[src/rtl/mmu_arb_pkg.sv]
// Shared types and default widths for the MMU port arbiter.
package mmu_arb_pkg;

   localparam int MMU_ADDR_W    = 32;
   localparam int MMU_DATA_W    = 32;
   localparam int MMU_BURST_MAX = 16;
   localparam int BURST_CNT_W   = $clog2(MMU_BURST_MAX + 1);

   typedef enum logic [1:0] {
      IDLE,
      ACCESS,
      POST,
      LOCKED
   } arb_state_t;

   // Command fields latched from the winning requester at issue time
   typedef struct packed {
      logic [MMU_ADDR_W-1:0] ptr;
      logic [MMU_DATA_W-1:0] wdata;
      logic                  we;
      logic                  wt;
      logic                  rt;
   } req_cmd_t;

endpackage

[src/rtl/mmu_arbiter_rr_picker.sv]
// Combinational round-robin picker: first set request after index 'last', wrapping.
module rr_picker #(
   parameter int N     = 4,
   parameter int IDX_W = (N > 1) ? $clog2(N) : 1
) (
   input  logic [N-1:0]     req,
   input  logic [IDX_W-1:0] last,
   output logic [N-1:0]     pick,
   output logic             any
);

   logic             found;
   logic [IDX_W-1:0] idx;

   always_comb begin
      pick  = '0;
      found = 1'b0;
      idx   = '0;
      for (int k = 1; k <= N; k++) begin
         idx = IDX_W'((int'(last) + k) % N);
         if (!found && req[idx]) begin
            pick[idx] = 1'b1;
            found     = 1'b1;
         end
      end
   end

   assign any = |req;

endmodule

[src/rtl/mmu_arbiter.sv]
// Round-robin arbiter sharing one MMU port between NUM_REQ requesters, with burst locking.
// Command field widths follow mmu_arb_pkg; ADDR_W/DATA_W must match MMU_ADDR_W/MMU_DATA_W.
//
// state  | meaning
// IDLE   | no owner, gnt=0; picks next requester round-robin
// ACCESS | command on the MMU port, waiting for mmu_done
// POST   | req_done pulse, enables low; decides keep-lock or release
// LOCKED | owner keeps gnt, next access issues when its req_valid is set
module mmu_arbiter
   import mmu_arb_pkg::*;
#(
   parameter int NUM_REQ   = 4,
   parameter int ADDR_W    = MMU_ADDR_W,
   parameter int DATA_W    = MMU_DATA_W,
   parameter int BURST_MAX = MMU_BURST_MAX
) (
   input  logic                      clk,
   input  logic                      rst_l,
   input  logic [NUM_REQ-1:0]        req_valid,
   input  logic [NUM_REQ-1:0]        req_lock,
   input  logic [NUM_REQ-1:0]        req_we,
   input  logic [NUM_REQ-1:0]        req_wt,
   input  logic [NUM_REQ-1:0]        req_rt,
   input  logic [NUM_REQ*ADDR_W-1:0] req_ptr,
   input  logic [NUM_REQ*DATA_W-1:0] req_wdata,
   output logic [NUM_REQ-1:0]        gnt,
   output logic [NUM_REQ-1:0]        req_done,
   output logic [DATA_W-1:0]         rdata,
   output logic                      busy,
   output logic [ADDR_W-1:0]         mmu_ptr,
   output logic                      mmu_r_en,
   output logic                      mmu_w_en,
   output logic                      mmu_avail,
   output logic                      mmu_wt,
   output logic                      mmu_rt,
   output logic [DATA_W-1:0]         mmu_data_store,
   input  logic [DATA_W-1:0]         mmu_data_load,
   input  logic                      mmu_done
);

   localparam int IDX_W = (NUM_REQ > 1) ? $clog2(NUM_REQ) : 1;
   localparam int CNT_W = $clog2(BURST_MAX + 1);
   localparam logic [CNT_W-1:0] BURST_LIM = CNT_W'(BURST_MAX);

   arb_state_t         state_q, state_d;
   logic [NUM_REQ-1:0] gnt_q, gnt_d;
   logic [NUM_REQ-1:0] done_q, done_d;
   logic [DATA_W-1:0]  rdata_q, rdata_d;
   logic               r_en_q, r_en_d;
   logic               w_en_q, w_en_d;
   logic               avail_q;
   logic               busy_q;
   req_cmd_t           cmd_q, cmd_d, sel_cmd;
   logic [IDX_W-1:0]   owner_q, owner_d;
   logic [IDX_W-1:0]   rr_last_q, rr_last_d;
   logic [CNT_W-1:0]   burst_q, burst_d;

   logic [NUM_REQ-1:0] pick;
   logic               any_req;
   logic [IDX_W-1:0]   pick_idx;
   logic [IDX_W-1:0]   sel_idx;
   logic               others_pending;
   logic               do_issue;
   logic               do_rel;

   rr_picker #(.N(NUM_REQ), .IDX_W(IDX_W)) u_picker (
      .req  (req_valid),
      .last (rr_last_q),
      .pick (pick),
      .any  (any_req)
   );

   always_comb begin
      pick_idx = '0;
      for (int i = 0; i < NUM_REQ; i++) begin
         if (pick[i]) pick_idx = IDX_W'(i);
      end
   end

   // In IDLE the command comes from the round-robin winner, in LOCKED from the owner
   always_comb begin
      sel_idx       = (state_q == IDLE) ? pick_idx : owner_q;
      sel_cmd.ptr   = req_ptr[int'(sel_idx)*ADDR_W +: ADDR_W];
      sel_cmd.wdata = req_wdata[int'(sel_idx)*DATA_W +: DATA_W];
      sel_cmd.we    = req_we[sel_idx];
      sel_cmd.wt    = req_wt[sel_idx];
      sel_cmd.rt    = req_rt[sel_idx];
   end

   always_comb begin
      state_d        = state_q;
      gnt_d          = gnt_q;
      done_d         = '0;
      rdata_d        = rdata_q;
      r_en_d         = r_en_q;
      w_en_d         = w_en_q;
      cmd_d          = cmd_q;
      owner_d        = owner_q;
      rr_last_d      = rr_last_q;
      burst_d        = burst_q;
      do_issue       = 1'b0;
      do_rel         = 1'b0;
      others_pending = |(req_valid & ~gnt_q);

      case (state_q)
         IDLE: begin
            if (any_req) begin
               do_issue = 1'b1;
               gnt_d    = pick;
               owner_d  = pick_idx;
            end
         end
         ACCESS: begin
            if (mmu_done) begin
               r_en_d  = 1'b0;
               w_en_d  = 1'b0;
               done_d  = gnt_q;
               state_d = POST;
               if (!cmd_q.we) rdata_d = mmu_data_load;
               if (burst_q < BURST_LIM) burst_d = burst_q + CNT_W'(1);
            end
         end
         POST: begin
            if (req_lock[owner_q] && !(others_pending && (burst_q >= BURST_LIM)))
               state_d = LOCKED;
            else
               do_rel = 1'b1;
         end
         LOCKED: begin
            if (req_valid[owner_q])
               do_issue = 1'b1;
            else if (!req_lock[owner_q])
               do_rel = 1'b1;
         end
         default: state_d = IDLE;
      endcase

      if (do_issue) begin
         cmd_d   = sel_cmd;
         r_en_d  = !sel_cmd.we;
         w_en_d  = sel_cmd.we;
         state_d = ACCESS;
      end

      if (do_rel) begin
         state_d   = IDLE;
         gnt_d     = '0;
         rr_last_d = owner_q;
         burst_d   = '0;
      end
   end

   always_ff @(posedge clk or negedge rst_l) begin
      if (!rst_l) begin
         state_q   <= IDLE;
         gnt_q     <= '0;
         done_q    <= '0;
         rdata_q   <= '0;
         r_en_q    <= 1'b0;
         w_en_q    <= 1'b0;
         avail_q   <= 1'b0;
         busy_q    <= 1'b0;
         cmd_q     <= '0;
         owner_q   <= '0;
         rr_last_q <= IDX_W'(NUM_REQ - 1);
         burst_q   <= '0;
      end else begin
         state_q   <= state_d;
         gnt_q     <= gnt_d;
         done_q    <= done_d;
         rdata_q   <= rdata_d;
         r_en_q    <= r_en_d;
         w_en_q    <= w_en_d;
         avail_q   <= r_en_d | w_en_d;
         busy_q    <= (state_d != IDLE);
         cmd_q     <= cmd_d;
         owner_q   <= owner_d;
         rr_last_q <= rr_last_d;
         burst_q   <= burst_d;
      end
   end

   assign gnt            = gnt_q;
   assign req_done       = done_q;
   assign rdata          = rdata_q;
   assign busy           = busy_q;
   assign mmu_r_en       = r_en_q;
   assign mmu_w_en       = w_en_q;
   assign mmu_avail      = avail_q;
   assign mmu_ptr        = cmd_q.ptr;
   assign mmu_data_store = cmd_q.wdata;
   assign mmu_wt         = cmd_q.wt;
   assign mmu_rt         = cmd_q.rt;

endmodule

[config.mk]
export PLATFORM = sky130hd
export DESIGN_NAME = mmu_arbiter
export DESIGN_NICKNAME = d
export VERILOG_FILES = /design/src/rtl/mmu_arb_pkg.sv /design/src/rtl/mmu_arbiter_rr_picker.sv /design/src/rtl/mmu_arbiter.sv
export SDC_FILE = /design/constraint.sdc
export NUM_CORES = 1
export LEC_CHECK = 0
export BUFFER_PORTS_ARGS = -buffer_cell sky130_fd_sc_hd__buf_2
export CORE_AREA = 2 2 162 164
export DETAILED_ROUTE_END_ITERATION = 10
export DIE_AREA = 0 0 164 166
export SYNTH_ARGS = -nofsm -noshare
export SYNTH_HDL_FRONTEND = slang
export SYNTH_SLANG_ARGS = --single-unit
export TNS_END_PERCENT = 20
[constraint.sdc]
create_clock -name clk -period 3.47 [get_ports clk]
set_input_delay 0 -clock clk [delete_from_list [all_inputs] [get_ports clk]]
set_output_delay 0 -clock clk [all_outputs]
set_load 0.02 [all_outputs]
==> results_dict.tcl, run 1 <==
set metrics [dict create \
    outcome "finished, final reports clean" \
    start_util_pct 29.24 \
    die_w_um 164 \
    start_kind "flip-flop" \
    synth-edff-count 0 \
    clockRootBuffer "clkbuf_16" \
    grt_usage_pct 22.84 \
    endpoint_kind "flip-flop" \
    n_fill_cell 2334 \
    power.density_nw_per_um2 990.1 \
    ant_nets 0 \
    synthCells 825 \
    synthTopCellsByArea "dfrtp_1 40%, a311oi_1 7.6%, nand2_1 7.3%" \
    crit_required_ps 3780 \
    busiest_layer "met2" \
    grt_pass1_wl_um 48800 \
    post_drt_wl_per_cell_um 18.61 \
    drive_gt1_share_pct 38.70 \
    post-route-cell-area_um2 12560 \
    fmax_mhz 301.0 \
    slew_viol_final 0 \
    via_per_inst 5.040 \
    peakVddDrop_v 0.0005322 \
    max_cap_viol_count 0 \
    cts_buffers 17 \
    place_congestion 0.9205 \
    synth-seq-cells 122 \
    portBuffers 420 \
    period_share_pct 95.76 \
    grt-ovfl-total 0 \
    yosysWarnings 0 \
    met2_usage_pct 40.06 \
    final_util_pct 49.05 \
    core_um2 25620 \
    cp.arrival_ps 3630 \
    ctsHtreeMaxLevel 4 \
    synthFlopType "dfrtp_1" \
    finalPower_uw 12440 \
    synth_cell_types 53 \
    hold_violations 0 \
    netlist.top_cell.by_area "dfrtp_1" \
    layout_min_cycle_time_ps 3323 \
    grt_use_met1_pct 26.74 \
    seq_area_um2 3055 \
    criticalPathCategory "reg2reg" \
    drt_first_pass_iters 5 \
    routed_wl_um 32390 \
    dp_slack_ps -56.64 \
    synth_nets 1149 \
    die_h_um 166 \
    place_hpwl_um 21310 \
    place_area_um2 9582 \
    fp.dieArea_um2 27220 \
    ios 421 \
    relSlewSlack_pct 31.53 \
    hold_path_class "in2reg" \
    synthArstFlopShare_pct 100.0 \
    clk_latency_ps 430 \
    cts_tree "done" \
    cts_buffer_depth 2 \
    antenna_found_initial 1 \
    hold_slack_ps 12.57 \
    finalClockSkew_ps 13.27 \
    grt_pass1_vias 9040 \
    area_growth_pct 67.71 \
    syn_avg_cell_area_um2 9.080 \
    num_vias 8770 \
    tightest_slew_ps 1014 \
    drcViolationCount 0 \
    cts.sinks 122 \
    cp_max_fo 26 \
    drtIter0Drc 606 \
    grt_start_max_net_pins 73 \
    seq_area_frac_synth_pct 40.79 \
    setup_viol 0 \
    multi_input_area_um2 3694 \
    leakage_uw 0.006008 \
    setup_ws_ps 147.2 \
    syn-cell-area_um2 7491 \
    clk_pin_slew_ps 60 \
    row_count 59 \
    grtUsageMet3_pct 5.969 \
    synth.top_cell.area_share_pct 40.09 \
    design.final.nets 1714 \
]
==> critical path: stages, from the launching register on <==
cell and delay [ps]:
dfstp_2 600, inv_1 110, ha_2 400, mux4_2 370, buf_4 170, nand2_1 50, o21ai_1 90, a221oi_2 300
o211ai_4 130, buf_4 180, nand2_8 180, buf_12 200, a211oi_1 100, a311oi_1 310
==> final timing paths <==
check | depth (start not counted) | slack [ps] | startpoint | to
max | 13 | 150 | rr_last_q[1] | mmu_ptr[6]
min | 3 | 10 | req_wdata[24] | mmu_data_store[24]
max reg2reg | 13 | 150 | rr_last_q[1] | mmu_ptr[6]
min reg2reg | 1 | 500 | rdata[12] | rdata[12]
max in group asynchronous | 3 | 2340 | rst_l | rr_last_q[1]
min in group asynchronous | 2 | 260 | rst_l | rdata[30]
==> routing by layer <==
layer | vias up | wire length, um | part of all wire [%]
met5 | - | 0 | 0
met4 | 0 | 1028 | 3.2
met3 | 77 | 2521 | 7.8
met2 | 492 | 16010 | 49
met1 | 4140 | 12830 | 40
li1 | 4061 | - | -
==> where the power goes <==
part | leakage, uW | internal (uW) | switching (uW)
combinational | 0.00431 | 3060 | 4850
clock | 0.000292 | 1140 | 747
sequential | 0.00141 | 2190 | 446
==> cell usage after synthesis (all sizes together) (2+ instances only) <==
cell    number
nand2      146
dfrtp      120
buf         98
nor2        78
and3        71
a211oi      68
a311oi      66
mux2        34
clkbuf      33
ha          13
o21ai       13
inv         12
nand3        7
a21oi        4
mux4         4
nor3b        4
a21o         3
a22o         3
nand2b       3
o211a        3
o22ai        3
or2          3
a221oi       2
and2         2
and3b        2
dfstp        2
mux2i        2
nor2b        2
nor3         2
o21bai       2
o31ai        2
xor2         2
==> layout make-up <==
cell class	count	share of cell area (%)
Timing Repair Buffer	676	37.67
Sequential cell	122	24.32
Inverter	12	0.3585
Clock inverter	15	1.494
Multi-Input combinational cell	561	29.40
Tap cell	335	3.336
Clock buffer	17	3.386
Antenna cell	2	0.03984
==> logic make-up after synthesis <==
logic type,Yosys count,synth area share [%]
adders and majority gates,13,2.171
buffers and inverters,143,11.01
AOI/OAI and AO/OA,182,19.68
DFF,122,40.79
muxes,40,6.581
and+or+nand+nor,322,19.43
xor gates and xnor gates,3,0.3508
==> cells in the final DEF, fill, tap and decap left out, types with 4 or more instances in the layout <==
cell type and instances:
nand2_1 144, nand3_1 7, a211oi_2 4, buf_2 419
mux2_2 34, buf_4 19, buf_12 10, a211oi_1 63
dlygate4sd3_1 226, o21ai_0 10, clkbuf_16 17, a21oi_1 4
nor2_1 78, dfrtp_1 120, inv_1 12, mux4_2 4
and3_1 71, ha_1 12, inv_6 6, a311oi_1 65
==> state kept, by name, indices dropped and copies added, names as in the netlist <==
name	cells
burst_q	5
busy	1
cmd_q	1
gnt	4
mmu_avail	1
mmu_data_store	32
mmu_ptr	32
mmu_r_en	1
mmu_rt	1
mmu_w_en	1
mmu_wt	1
owner_q	2
rdata	32
req_done	4
rr_last_q	2
state_q	2
==> through the flow <==
step	instances	TNS [ps]
2_1_floorplan	825	0
3_3_place_gp	1474	-14.13
3_5_place_dp	1474	-56.64
4_1_cts	1732	0
5_1_grt	1738	-3.273
6_report	1740	0
==> repair_timing <==
| action | CTS | global route |
|---|---|---|
| hold endpoints to repair | 173 | 0 |
| setup buffers | 0 | 5 |
| endpoints found under the setup margin | 1 | 69 |
| pin swaps | 0 | 3 |
| hold buffers | 226 | 0 |
| cloned | 0 | 1 |
| gates resized for setup | 1 | 11 |
(Power assumes the default switching activity.)
==> run 2, diff against run 1 <==
--- a/config.mk
+++ b/config.mk
@@ -9,6 +9,7 @@
 export CORE_AREA = 2 2 162 164
 export DETAILED_ROUTE_END_ITERATION = 10
 export DIE_AREA = 0 0 164 166
+export HOLD_SLACK_MARGIN = 0.08
 export SYNTH_ARGS = -nofsm -noshare
 export SYNTH_HDL_FRONTEND = slang
 export SYNTH_SLANG_ARGS = --single-unit
==> run 2 against run 1 <==
Effect of this change: fmax hardly changed; core utilization is 1.6 points higher; non-clock buffer count rose by 38; clock-buffer cell count stayed put; critical path type unchanged.
==> results_dict.tcl, run 2 (same netlist as run 1, synthesis figures left out) <==
set metrics [dict create \
    layout_min_cycle_time_ps 3325 \
    hold_path_class "in2reg" \
    cts_tree "done" \
    grt_pass1_wl_um 49890 \
    ctsHtreeMaxLevel 4 \
    cp_max_fo 28 \
    peakVddDrop_v 0.0005389 \
    start_util_pct 29.24 \
    portBuffers 420 \
    via_per_inst 5.113 \
    tns_ps 0 \
    clk_latency_ps 430 \
    clk_pin_slew_ps 60 \
    ios 421 \
    hold_violations 0 \
    seq_area_um2 3055 \
    rr_startpoint "rr_last_q[1]" \
    layout_commonest_cell "buf_2" \
    cp.arrival_ps 3640 \
    row_count 59 \
    reg2reg_to "mmu_ptr[6]" \
    clockRootBuffer "clkbuf_16" \
    drcViolationCount 0 \
    grt_pass1_vias 9325 \
    tightest_slew_ps 1026 \
    place_hpwl_um 21310 \
    die_h_um 166 \
    start_kind "flip-flop" \
    criticalPathCategory "reg2reg" \
    grt-ovfl-total 0 \
    n_fill_cell 2271 \
    relSlewSlack_pct 31.62 \
    leakage_uw 0.006172 \
    cts_buffers 17 \
    max_cap_viol_count 0 \
    outcome "finished, final reports clean" \
    cts_buffer_depth 2 \
    cts.sinks 122 \
    slew_viol_final 0 \
    post_drt_wl_per_cell_um 18.90 \
    place_congestion 0.9205 \
    drtIter0Drc 660 \
    num_vias 9086 \
    finalPower_uw 12570 \
    crit_required_ps 3780 \
    setup_viol 0 \
    hold_start "req_wdata[32]" \
    core_um2 25620 \
    endpoint_kind "flip-flop" \
    antenna_found_initial 1 \
    fmax_mhz 300.7 \
    power.density_nw_per_um2 967.9 \
    grt_start_max_net_pins 73 \
    hold_depth 4 \
    layout_common_cells "419 x buf_2, 266 x dlygate4sd3_1, 144 x nand2_1" \
    routed_wl_um 33590 \
    drive_gt1_share_pct 37.89 \
    finalClockSkew_ps 14.52 \
    ant_nets 0 \
    design.final.nets 1752 \
    fp.dieArea_um2 27220 \
    area_growth_pct 73.31 \
    die_w_um 164 \
    post-route-cell-area_um2 12980 \
    multi_input_area_um2 3734 \
    reg2reg_setup_slack_ps 140 \
    grt_usage_pct 23.42 \
    place_area_um2 9582 \
    ff2ff_path_depth 11 \
    min_to "mmu_data_store[0]" \
    period_share_pct 95.82 \
    drt_first_pass_iters 5 \
]
==> run 2: cell types whose count changed in the layout (fill, tap and decap cells not counted), sizes merged <==
| cell | change |
|---|---|
| diode | -1 |
| buf | -2 |
| dlygate4sd3 | +40 |
==> run 2: what timing repair did <==
action / in CTS / in global routing
gates resized for setup: 1 / 16
hold buffers: 266 / 0
endpoints found under the setup margin: 1 / 68
cloned: 0 / 1
pin swaps: 0 / 3
endpoints found under the hold margin: 176 / 0
setup buffers: 0 / 3
==> run 2: stage by stage <==
| stage | setup slack (ps) | util (%) | cells | hold WS (ps) |
|---|---|---|---|---|
| after global routing | -4.168 | 50.67 | 1776 | 92.94 |
| after CTS | 31.93 | 50.21 | 1772 | 83.60 |
| after detailed placement | -56.64 | 37.41 | 1474 | 204.1 |
| after global placement | -14.13 | 37.41 | 1474 | 209.3 |
| after floorplan | 256.0 | - | 825 | -295.6 |
| final | 144.9 | 50.68 | 1777 | 94.57 |
==> run 2: area by class of cell <==
class	instances	share of cell area, %
diodes	1	0.01928
clock buffers	17	3.277
clock inverters	15	1.446
inverters	12	0.3470
multi-input cells	561	28.76
flip-flops and latches	122	23.53
well taps	335	3.229
repair buffers	714	39.39
==> run 2: per-layer routing <==
metal,up-vias,share of wire (%),global-route usage [%],routed length (um)
met5,-,0,0,0
met4,0,4.6,11.10,1540
met3,123,8.0,5.669,2674
met2,540,49,40.65,16340
met1,4283,39,26.88,13030
li1,4140,-,-,-
==> run 2: report_power, final <==
part | leakage [uW] | switching (uW) | internal (uW)
Sequential | 0.00141 | 452 | 2190
Clock | 0.000292 | 755 | 1140
Combinational | 0.00447 | 4940 | 3090
Total | 0.00617 | 6140 | 6420
==> run 2: how the worst max path moves through the flow <==
stage | startpoint | end | slack [ps] | depth (start not counted)
4_1_cts | rr_last_q[1] | mmu_data_store[3] | 30 | 11
3_5_place_dp | rr_last_q[1] | mmu_ptr[30] | -60 | 11
2_1_floorplan | rr_last_q[0] | mmu_ptr[16] | 260 | 13
3_3_place_gp | rr_last_q[1] | mmu_ptr[30] | -10 | 11
6_report | rr_last_q[1] | mmu_ptr[6] | 140 | 11
5_1_grt | rr_last_q[1] | mmu_ptr[6] | -4 | 11
==> run 2: critical path: stages, from the launching register on <==
cell and delay (ps):
dfstp_2 600, inv_1 130, ha_4 320, mux4_2 370, nand2_1 90, o21ai_1 80, a221o_1 340, o211ai_4 370
and2_4 250, buf_12 210, nand2_1 120, a311oi_2 330
==> run 3, diff against run 2 <==
--- a/config.mk
+++ b/config.mk
@@ -5,10 +5,10 @@
 export SDC_FILE = /design/constraint.sdc
 export NUM_CORES = 1
 export LEC_CHECK = 0
-export BUFFER_PORTS_ARGS = -buffer_cell sky130_fd_sc_hd__buf_2
-export CORE_AREA = 2 2 162 164
+export CORE_AREA = 2 2 166 168
 export DETAILED_ROUTE_END_ITERATION = 10
-export DIE_AREA = 0 0 164 166
+export DIE_AREA = 0 0 168 170
+export DONT_BUFFER_PORTS = 1
 export HOLD_SLACK_MARGIN = 0.08
 export SYNTH_ARGS = -nofsm -noshare
 export SYNTH_HDL_FRONTEND = slang
==> run 3 against run 2 <==
Effect of this change: the run now fails in clock tree synthesis (4_1_cts); synthesized cell count is the same; synthesized area is the same.
==> results_dict.tcl, run 3 <==
set metrics [dict create \
    outcome "stopped before the end" \
    lastStage "clock tree synthesis (4_1_cts)" \
    tool.error "[ERROR RSZ-0060] Max buffer count reached." \
    clockRootBuffer "clkbuf_16" \
    cts_resized 2 \
    synth_compound_area_share_pct 19.68 \
    place_congestion 0.8347 \
    synthFlopType "dfrtp_1" \
    cts.sinks 122 \
    muxShareOfSynthArea_pct 6.581 \
    synth-seq-cells 122 \
    post_cts_buffers 0 \
    synth_cell_types 53 \
    cts_buffer_depth 2 \
    synth_most_common_cell "nand2_1" \
    yosys.area_share.simple_pct 19.43 \
    start_util_pct 28.11 \
    netlist.top_cell.by_area "dfrtp_1" \
    ios 421 \
    syn-cell-area_um2 7491 \
    die_w_um 168 \
    yosysWarnings 0 \
    synth-xor-area-share_pct 0.3508 \
    portBuffers 0 \
    row_count 60 \
    synthAdderAreaFrac_pct 2.171 \
    synth_nets 1149 \
    synth_top_family_by_area "compound AO/OA/AOI/OAI gates" \
    die_h_um 170 \
    synth.top_cell.area_share_pct 40.09 \
    synth-edff-count 0 \
    cts_buffers 17 \
    holdBufCountCts 219 \
    place_hpwl_um 18830 \
    synthArstFlopShare_pct 100.0 \
    seq_area_frac_synth_pct 40.79 \
    synthCells 825 \
    synth_common_cells "146 x nand2_1, 120 x dfrtp_1, 78 x nor2_1" \
    ctsHtreeMaxLevel 4 \
    syn_avg_cell_area_um2 9.080 \
    synthTopCellsByArea "dfrtp_1 40%, a311oi_1 7.6%, nand2_1 7.3%" \
]
run 3: cell counts after synthesis:
No cell type changed its count.
run 3: cell families after synthesis:
| logic type | Yosys count |
|---|---|
| and+or+nand+nor | 322 |
| AOI/OAI and AO/OA | 182 |
| buffers and inverters | 143 |
| DFF | 122 |
| muxes | 40 |
| adders and majority gates | 13 |
| xor gates and xnor gates | 3 |
run 3: per-stage QoR:
| step | cell area, um2 | instances | hold WS [ps] | worst slack [ps] | TNS (ps) |
|---|---|---|---|---|---|
| detailed placement | 7440 | 1059 | -293.0 | -112.7 | -232.2 |
| global placement | 7440 | 1059 | -292.9 | -74.13 | -102.5 |
| floorplan | 7491 | 825 | -295.6 | 256.0 | 0 |
==> run 4, diff against run 3 <==
--- a/config.mk
+++ b/config.mk
@@ -5,11 +5,11 @@
 export SDC_FILE = /design/constraint.sdc
 export NUM_CORES = 1
 export LEC_CHECK = 0
-export CORE_AREA = 2 2 166 168
+export CORE_AREA = 2 2 162 164
 export DETAILED_ROUTE_END_ITERATION = 10
-export DIE_AREA = 0 0 168 170
+export DIE_AREA = 0 0 164 166
 export DONT_BUFFER_PORTS = 1
-export HOLD_SLACK_MARGIN = 0.08
+export PLACE_DENSITY_LB_ADDON = 0.15
 export SYNTH_ARGS = -nofsm -noshare
 export SYNTH_HDL_FRONTEND = slang
 export SYNTH_SLANG_ARGS = --single-unit
==> constraint.sdc (replaced) <==
create_clock -name clk -period 4.5 [get_ports clk]
set_input_delay 0 -clock clk [delete_from_list [all_inputs] [get_ports clk]]
set_output_delay 0 -clock clk [all_outputs]
set_load 0.02 [all_outputs]
==> run 4 against run 3 <==
Effect of this change: the flow now finishes without violations.
==> results_dict.tcl, run 4 (same netlist as run 1, synthesis figures left out) <==
set metrics [dict create \
    clk_latency_ps 410 \
    grt-ovfl-total 0 \
    layout_commonest_cell "dlygate4sd3_1" \
    power.density_nw_per_um2 968.9 \
    layout_min_cycle_time_ps 4231 \
    design.final.nets 1222 \
    num_vias 6862 \
    drcViolationCount 0 \
    clockRootBuffer "clkbuf_16" \
    cts_buffers 17 \
    routed_wl_um 27350 \
    max_cap_viol_count 0 \
    core_um2 25620 \
    cp.arrival_ps 4580 \
    worstPathCellList "inv_1, ha_1, mux4_2, nand2_1, o21ai_0, a221oi_2, o211ai_4, buf_12, nand2_8, buf_12, a211oi_1, a311oi_1, dlygate4sd3_1" \
    hold_violations 0 \
    grt_start_max_net_pins 123 \
    hold_path_class "in2reg" \
    tns_ps 0 \
    start_kind "flip-flop" \
    ctsHtreeMaxLevel 4 \
    portBuffers 0 \
    area_growth_pct 28.88 \
    multi_input_area_um2 3656 \
    place_congestion 0.9123 \
    start_util_pct 29.24 \
    ant_nets 0 \
    n_fill_cell 2544 \
    die_h_um 166 \
    ios 421 \
    cpMostUsedCell "buf_12" \
    cts_tree "done" \
    endpoint_kind "flip-flop" \
    slowest_stage "dfstp_2" \
    post_drt_wl_per_cell_um 21.90 \
    tightest_slew_ps 1319 \
    leakage_uw 0.003980 \
    seq_area_um2 3055 \
    criticalPathCategory "reg2reg" \
    drtIter0Drc 510 \
    grt_pass1_wl_um 40290 \
    cp_max_fo 72 \
    slew_viol_final 0 \
    die_w_um 164 \
    outcome "finished, final reports clean" \
    place_hpwl_um 18950 \
    peakVddDrop_v 0.0003872 \
    rsz0062_at_grt "false" \
    fmax_mhz 236.4 \
    grt_usage_pct 19.20 \
    finalClockSkew_ps 11.92 \
    final_util_pct 37.69 \
    row_count 59 \
    period_share_pct 94.01 \
    clk_pin_slew_ps 70 \
    drive_gt1_share_pct 11.20 \
    cp_slowest_stage_delay_ps 700 \
    grt_pass1_vias 7141 \
    cts.sinks 122 \
    layout_common_cells "170 x dlygate4sd3_1, 144 x nand2_1, 120 x dfrtp_1" \
    antenna_found_initial 5 \
    crit_required_ps 4850 \
    cts_buffer_depth 2 \
    drt_first_pass_iters 4 \
    fp.dieArea_um2 27220 \
    via_per_inst 5.494 \
    relSlewSlack_pct 11.87 \
    setup_viol 0 \
]
[run 4: worst paths after layout]
check / from / to / slack, ps / cells after the start
min: req_wdata[3] / mmu_data_store[3] / 10 / 2
max: rr_last_q[0] / mmu_data_store[14] / 270 / 13
min reg2reg: cmd_q[2] / cmd_q[2] / 530 / 2
max in group asynchronous: rst_l / mmu_data_store[3] / 3690 / 2
max reg2reg: rr_last_q[0] / mmu_data_store[14] / 270 / 13
min in group asynchronous: rst_l / rdata[11] / 180 / 2
[run 4: per-stage QoR]
stage,setup WS (ps),power (uW),hold slack (ps),cell area [um2],instances
detailed placement,441.1,6818,-292.5,7279,1042
global placement,621.3,6702,-292.5,7279,1042
finish,269.3,9354,11.75,9654,1249
floorplan,1286,6080,-295.6,7491,825
global route,25.03,10020,18.85,9652,1248
CTS,102.4,9317,5.726,9608,1245
[run 4: area by class of cell]
type,count,area share [%]
clock buffers,18,4.549
clock inverters,14,1.659
well taps,335,4.342
flip-flops and latches,122,31.65
multi-input cells,560,37.87
repair buffers,185,19.39
inverters,12,0.4666
diodes,3,0.07776
[run 4: per-layer routing]
layer	GRT usage, %	up-vias	wire length (um)	share of wire (%)
met5	0	-	11	0.040
li1	-	3081	-	-
met3	5.519	38	2282	8.3
met1	21.01	3371	10330	38
met4	6.026	2	467	1.7
met2	35.33	370	14260	52
[run 4: worst max-delay path: cells and delay by family (launching register included)]
family                   cells  cell delay, ps
buffers and inverters        4            1230
flip-flops                   1             700
AO/OA/AOI/OAI                5            1040
adder cells (fa/ha/maj)      1             420
multiplexers                 1             420
AND/OR/NAND/NOR              2             270
[run 4: timing repair]
action | 4_1_cts | 5_1_grt
setup buffers | 0 | 1
endpoints found under the setup margin | 0 | 58
hold endpoints to repair | 231 | 0
hold buffers | 171 | 0
resized for setup | 0 | 3
[run 4: report_power, final]
part | internal [uW] | switching [uW]
logic | 2400 | 2750
registers | 1680 | 1100
clock network | 844 | 573
